`config.mk`:
```
export PLATFORM = sky130hd
export DESIGN_NAME = stall_flush_ctrl
export DESIGN_NICKNAME = d
export VERILOG_FILES = /design/src/rtl/stall_flush_ctrl_pkg.sv /design/src/rtl/stall_prio_enc.sv /design/src/rtl/stall_flush_ctrl.sv
export SDC_FILE = /design/constraint.sdc
export NUM_CORES = 1
export LEC_CHECK = 0
export ABC_AREA = 1
export BUFFER_PORTS_ARGS = -buffer_cell sky130_fd_sc_hd__buf_2
export CAP_MARGIN = 30
export CORE_MARGIN = 2
export CORE_UTILIZATION = 40
export DETAILED_ROUTE_END_ITERATION = 8
export PLACE_DENSITY = 0.66
export SYNTH_ARGS = -nofsm -noshare
export SYNTH_HDL_FRONTEND = slang
export SYNTH_SLANG_ARGS = --single-unit
export TNS_END_PERCENT = 100
```
`constraint.sdc`:
```
create_clock -name Clk -period 1.46 [get_ports Clk]
set_input_delay 0.073 -clock Clk [delete_from_list [all_inputs] [get_ports Clk]]
set_output_delay 0.073 -clock Clk [all_outputs]
set_load 0.01 [all_outputs]
```
`src/rtl/stall_flush_ctrl_pkg.sv`:
```
// Shared types and constants for the pipeline stall/flush controller.
// STALL_PERF_CNT_EN (optional macro) enables the stall-cycle performance counter.
package stall_flush_ctrl_pkg;

  localparam int unsigned STALL_W         = 6;
  localparam int unsigned PC_W            = 32;
  localparam int unsigned RUN_CNT_W       = 8;
  localparam int unsigned STALL_LIMIT_DEF = 64;
`ifdef STALL_PERF_CNT_EN
  localparam int unsigned PERF_CNT_W      = 32;
`endif

  // Hold vectors: bit0 PC, bit1 IF/ID, bit2 ID/EX, bit3 EX/MEM, bit4 MEM/WB, bit5 WB
  localparam logic [STALL_W-1:0] STALL_NONE = 6'b000000;
  localparam logic [STALL_W-1:0] STALL_IF   = 6'b000011;
  localparam logic [STALL_W-1:0] STALL_ID   = 6'b000111;
  localparam logic [STALL_W-1:0] STALL_EX   = 6'b001111;
  localparam logic [STALL_W-1:0] STALL_MEM  = 6'b011111;

  typedef enum logic [1:0] {
    ST_RUN    = 2'd0,
    ST_FLUSH  = 2'd1,
    ST_REFILL = 2'd2
  } state_e;

endpackage

```
`src/rtl/stall_prio_enc.sv`:
```
// Stall priority encoder: the latest requesting pipeline stage selects the hold vector.
module stall_prio_enc
  import stall_flush_ctrl_pkg::*;
(
  input  logic               stallreq_if,
  input  logic               stallreq_id,
  input  logic               stallreq_ex,
  input  logic               stallreq_mem,
  output logic [STALL_W-1:0] stall_vec
);

  always_comb begin
    stall_vec = STALL_NONE;
    if (stallreq_mem)      stall_vec = STALL_MEM;
    else if (stallreq_ex)  stall_vec = STALL_EX;
    else if (stallreq_id)  stall_vec = STALL_ID;
    else if (stallreq_if)  stall_vec = STALL_IF;
  end

endmodule

```
`src/rtl/stall_flush_ctrl.sv`:
```
// Pipeline stall/flush controller: RUN/FLUSH/REFILL sequencer, stall-run timeout flag.
// Optional STALL_PERF_CNT_EN adds the stall_cycles performance counter port.
module stall_flush_ctrl
  import stall_flush_ctrl_pkg::*;
#(
  parameter int unsigned STALL_LIMIT = STALL_LIMIT_DEF
) (
  input  logic               Clk,
  input  logic               Rst_n,
  input  logic               stallreq_if,
  input  logic               stallreq_id,
  input  logic               stallreq_ex,
  input  logic               stallreq_mem,
  input  logic               flush_req,
  input  logic [PC_W-1:0]    flush_pc,
  output logic [STALL_W-1:0] stall,
  output logic               ex_bubble,
  output logic               flush,
  output logic [PC_W-1:0]    new_pc,
  output logic               stall_timeout
`ifdef STALL_PERF_CNT_EN
  ,
  output logic [PERF_CNT_W-1:0] stall_cycles
`endif
);

  state_e                 r_state;
  state_e                 w_state_nxt;
  logic [STALL_W-1:0]     w_req_vec;
  logic [PC_W-1:0]        r_new_pc;
  logic [RUN_CNT_W-1:0]   r_run_cnt;
  logic [RUN_CNT_W-1:0]   w_run_cnt_nxt;
  logic                   r_timeout;
  logic                   w_capture;
  logic                   w_stalling;

  stall_prio_enc u_prio_enc (
    .stallreq_if  (stallreq_if),
    .stallreq_id  (stallreq_id),
    .stallreq_ex  (stallreq_ex),
    .stallreq_mem (stallreq_mem),
    .stall_vec    (w_req_vec)
  );

  // State register
  always_ff @(posedge Clk) begin
    if (!Rst_n) r_state <= ST_RUN;
    else        r_state <= w_state_nxt;
  end

  // Next-state logic; flush_req is only honoured in RUN and REFILL
  always_comb begin
    w_state_nxt = ST_RUN;
    case (r_state)
      ST_RUN:    w_state_nxt = flush_req ? ST_FLUSH : ST_RUN;
      ST_FLUSH:  w_state_nxt = ST_REFILL;
      ST_REFILL: w_state_nxt = flush_req ? ST_FLUSH : ST_RUN;
      default:   w_state_nxt = ST_RUN;
    endcase
  end

  // Outputs; a pending flush in RUN overrides every stall request
  always_comb begin
    stall = STALL_NONE;
    flush = 1'b0;
    if (Rst_n) begin
      case (r_state)
        ST_RUN:   if (!flush_req) stall = w_req_vec;
        ST_FLUSH: flush = 1'b1;
        default:  ;
      endcase
    end
  end

  assign ex_bubble = stall[2] & ~stall[3];

  assign w_capture  = flush_req && ((r_state == ST_RUN) || (r_state == ST_REFILL));
  assign w_stalling = (stall != STALL_NONE);

  always_comb begin
    w_run_cnt_nxt = '0;
    if (w_stalling) begin
      if (r_run_cnt == {RUN_CNT_W{1'b1}}) w_run_cnt_nxt = r_run_cnt;
      else                                w_run_cnt_nxt = r_run_cnt + RUN_CNT_W'(1);
    end
  end

  // Restart address capture, stall-run counter and sticky timeout flag
  always_ff @(posedge Clk) begin
    if (!Rst_n) begin
      r_new_pc  <= '0;
      r_run_cnt <= '0;
      r_timeout <= 1'b0;
    end else begin
      if (w_capture) r_new_pc <= flush_pc;
      r_run_cnt <= w_run_cnt_nxt;
      if (w_run_cnt_nxt == RUN_CNT_W'(STALL_LIMIT)) r_timeout <= 1'b1;
    end
  end

  assign new_pc        = r_new_pc;
  assign stall_timeout = r_timeout;

`ifdef STALL_PERF_CNT_EN
  logic [PERF_CNT_W-1:0] r_stall_cycles;

  // Free-running count of stalled cycles, wraps naturally
  always_ff @(posedge Clk) begin
    if (!Rst_n)          r_stall_cycles <= '0;
    else if (w_stalling) r_stall_cycles <= r_stall_cycles + PERF_CNT_W'(1);
  end

  assign stall_cycles = r_stall_cycles;
`endif

endmodule

```
After elaboration in Yosys (flattened, before gate mapping)

Index checks and enable logic that the tools add are counted.
W data, S select, Z words.

Output and inout port bits: 41
Word-level logic and storage cells: 29
Input port bits: 39
Register bits after elaboration: 43

Equal/unequal tests: 4
Mux-type cells: 13
Reduce and logical (&&, ||, !) cells: 5
Bitwise logic cells: 2
$add $sub $neg: 1

Operators with widths:

| kind                  | count |
|---|---|
| $mux W6               | 6 |
| $mux W8               | 2 |
| $add A8 B1 Y8 const B | 1 |
| $eq A8 B7 Y1 const B  | 1 |
| $eq A8 B8 Y1 const B  | 1 |
| $reduce_bool A6 Y1    | 1 |
| $pmux W2 S2           | 1 |
| $mux W1               | 3 |
| $eq A2 B1 Y1 const B  | 1 |
| $eq A2 B2 Y1 const B  | 1 |
| $logic_not A2 Y1      | 1 |
| $mux W2               | 1 |
| $reduce_or A2 Y1      | 1 |
| $and A1 B1 Y1         | 1 |
| $logic_and A1 B1 Y1   | 1 |
| $logic_or A1 B1 Y1    | 1 |
| $not A1 Y1            | 1 |

Logic depth before layout (Yosys ltp)

Depth after elaboration: 10
Depth in mapped cells: 11
Depth with buffers taken out: 11

Cells and area by module

A second synthesis with hierarchy kept.

Cell total of the unflattened synthesis: 265
Area total of the unflattened synthesis: 1855.5 um^2

Modules (own cells, without submodules):

| module           | seq. area each (um^2) | area each (um^2) | cells an instance | times used |
|---|---|---|---|---|
| stall_flush_ctrl | 860.8                 | 1803.0           | 255               | 1 |
| stall_prio_enc   | 0.0                   | 52.6             | 10                | 1 |

Least setup slack after synthesis

No wires, ideal clock.

Kind: reg2reg
Start point: reg r_run_cnt[0]
End point: reg r_timeout, in the netlist stall_timeout
Library setup time: 66 ps
Required time: 1394 ps
Path buffers: 0
Slack: 145 ps
Data arrival time: 1249 ps
Clock period less this slack: 1315 ps
Stages on the path, launching flop included: 12
Cell sequence: dfxtp_1 ha_1 nand2_2 nor2_4 nand2_4 nand2_2 nand2_1 nand2_1 nand2_1 nor2_1 nand2_1 a21oi_2

Word-level cells in the longest chain between the ends: 4
Elaborated cells between the ends (all ways): 5
Those cells by class: add/sub (1); eq/ne (2); mux (2)

RTL lines:

| element                                              | RTL line                                       | source |
|---|---|---|
| from (decl)                                          | stall_flush_ctrl.sv:31                         | `logic [RUN_CNT_W-1:0] r_run_cnt;` |
| from (signal assigned)                               | stall_flush_ctrl.sv:96                         | `r_run_cnt <= w_run_cnt_nxt;` |
| $add A8 B1 Y8 / $eq A8 B8 Y1 (equally long branches) | stall_flush_ctrl.sv:84, stall_flush_ctrl.sv:83 |  |
| $mux W8 (*)                                          | stall_flush_ctrl.sv:83                         | `if (r_run_cnt == {RUN_CNT_W{1'b1}}) w_run_cnt_nxt = r_run_cnt;` |
| $mux W8 (*)                                          | stall_flush_ctrl.sv:82                         | `if (w_stalling) begin` |
| $eq A8 B7 Y1 (*)                                     | stall_flush_ctrl.sv:97                         | `if (w_run_cnt_nxt == RUN_CNT_W'(STALL_LIMIT)) r_timeout <= 1'b1;` |
| to (signal assigned)                                 | stall_flush_ctrl.sv:93                         | `r_timeout <= 1'b0;` |
| to (signal assigned)                                 | stall_flush_ctrl.sv:97                         |  |
| to (decl)                                            | stall_flush_ctrl.sv:33                         | `logic r_timeout;` |

Mark *: on every way between the ends. The rest lies on a longest branch, timed or not.
A chain may end at the register's enable or synchronous reset.

Worst setup path in the final report

Ends and elaborated chain as after synthesis.

==> results.ini <==
[status]
status = complete, but fails checks
failed_checks = hold timing, setup timing

[synth]
synthDistinctLibCells = 21
synth_top_area_share = 0.488
synth_edf_count = 0
synth_area_leaders = dfxtp_1 (49%), nor2_1 (17%), o21ai_0 (9.7%)
synth_area_per_cell_sq_um = 7.14
ys_warn_count = 0
syn_nets = 287
yosysTopAreaCell = dfxtp_1
netlist_instances = 247
syn_area_sq_um = 1760
seq_area_frac_synth = 0.488
async_reset_ff_frac = 0
yosys_register_bits = 43
synth_flop_cell = dfxtp_1

[placement]
gp_congestion = 0.785
dp.final_hpwl_um = 2830
portBuffers = 78
place_inst = 371

[floorplanning]
num_rows = 24
die_width_um = 70.4
coreArea_sq_um = 4290
die_y_um = 70.4
initial_core_util = 0.411
ios = 80
dieArea_sq_um = 4950

[global_route]
grt_usage = 0.183
grt_pass1_vias = 1654
grt.overflow.total = 0
grt_max_degree = 35
antenna_found_initial = 0
grt_pass1_wl_um = 7190

[cts]
clk_latency_ns = 0.30
cts-root-buf = clkbuf_8
cts_tree = done
clock_path_buffers = 2
htree_levels = 2
clk_transition_reported_paths_ns = 0.08
cts.sinks = 43
numCtsBuffers = 5

[timing]
worst_slack_ns = -0.00611
fmax_mhz = 682
drv_slew = 0
final-hold-violation-count = 1
finalSetupViolCount = 1
skew_ns = 0.00483
min_period_over_period = 1.00
fin_crit_ns = 1.47
rsz0062_at_grt = yes
hold_ws_ns = -0.000527

[power]
switching_share = 0.246
p_sw_uw = 629
power.leakage_uw = 0.00135
clock_power_share = 0.348
internal_power_uw = 1930
seqPwrFrac = 0.501
ir_worst_vdd_uv = 602
power_density_nw_per_um2 = 1010
p_comb_frac = 0.150
total_power_uw = 2560

[critical_path]
cp_max_fo = 8
path_delay_family = simple AND/OR/NAND/NOR gates
required_ns = 1.69
cp_cell_sequence = ha_4, nand2_2, nor2_4, nand2_4, nand3_1, nand3_1, nor2_1, nand2_1, a21oi_2
crit_type = reg -> reg
cp_slowest_stage_delay_ns = 0.38
cp.depth = 9
crit_arrival_ns = 1.70
cp-start-kind = flop
rrSetupSlack_ns = -0.006
crit_buf_inv = 0
reg2reg_depth = 9
cp_slowest_cell = dfxtp_4
end_kind = flop
cp_common_cell = nand3_1

[drt]
ant_nets = 0
vias_per_cell = 4.61
wl_met1_um = 1890
drt_wl_total_um = 4420
wl_met2_um = 2130
met3_length_um = 323
maxUsedRoutingLayer = met4
drc = 0
drt_iter0_drc = 120
vias = 1833
drt-pass1-iter-count = 4
wl_per_cell_um = 11.1

[cells_and_area]
fin_nets = 386
drive_gt1_frac = 0.303
diodes = 0
instances_no_fill = 398
utilization = 0.589
syn2layout_area_growth_pct = 43.5
layout_common_cells = nor2_1 (78), buf_2 (78), dfxtp_1 (41)

[worst_hold_path]
whs_path_depth = 3
hp-class = in -> reg

[job]
drv_cap = 0

[flip-flops by register name, summed over array words and instances (netlist names)]
register / count
new_pc: 32
r_run_cnt: 8
r_state: 2
stall_timeout: 1
[per-stage QoR]
| step | hold WS, ns | instance area, sq um | setup WS (ns) | TNS, ns |
|---|---|---|---|---|
| 5_1_grt | 0.00423 | 2530 | -0.122 | -0.122 |
| 4_1_cts | 0.0000207 | 2490 | 0.0225 | 0 |
| 6_report | -0.000527 | 2530 | -0.00611 | -0.00611 |
| 3_5_place_dp | 0.302 | 2210 | 0.00919 | 0 |
| 3_3_place_gp | 0.293 | 2210 | 0.0716 | 0 |
| 2_1_floorplan | 0.208 | 1760 | 0.145 | 0 |
[final timing paths]
path | from | end
max | r_run_cnt[0] | stall_timeout
min | flush_pc[12] | new_pc[12]
max reg2reg | r_run_cnt[0] | stall_timeout
min reg2reg | r_state[1] | r_state[1]
[power by group through the flow]
stage | logic [uW] | registers [uW] | clock network (uW)
2_1_floorplan | 145 | 1340 | 0
3_3_place_gp | 337 | 1300 | 0
3_5_place_dp | 341 | 1300 | 0
4_1_cts | 378 | 1280 | 911
5_1_grt | 432 | 1290 | 950
6_report | 384 | 1280 | 891
[tightest hold or removal path, stage by stage]
cell,delay [ns]
buf_2,0.07
nor2_1,0.03
nor2_1,0.08
[final cells by class]
class,count,area (sq um)
multi-input cells,167,776
flip-flops and latches,43,866
clock buffers,6,72.6
inverters,26,97.6
repair buffers,103,623
clock inverters,1,30.0
well taps,52,65.1
fillers,411,1760
[cells in the mapped netlist, drive strengths merged, types with 3 or more instances]
master  instances
a21oi           3
buf             4
clkbuf          7
dfxtp          43
inv            26
nand2          29
nand3          15
nor2           82
o21ai          34
[cell families after synthesis]
family,count (synthesis),synth area share
adders and majority gates,1,0.00710
DFF,43,0.488
other,1,0.00213
and+or+nand+nor,127,0.302
buffers and inverters,37,0.0830
AOI/OAI and AO/OA,38,0.117
[timing repair]
| item | 4_1_cts | 5_1_grt |
|---|---|---|
| pin swaps | 0 | 2 |
| buffers inserted | 0 | 2 |
| endpoints found under the setup margin | 1 | 3 |
| hold buffers | 18 | 0 |
| endpoints found under the hold margin | 18 | 0 |
| gates resized for setup | 1 | 5 |
[layer usage]
metal / track usage / vias up
li1: - / 962
met2: 0.304 / 77
met1: 0.223 / 786
met5: 0 / -
met4: 0.0876 / 0
met3: 0.0404 / 8
(Power assumes the default switching activity.)
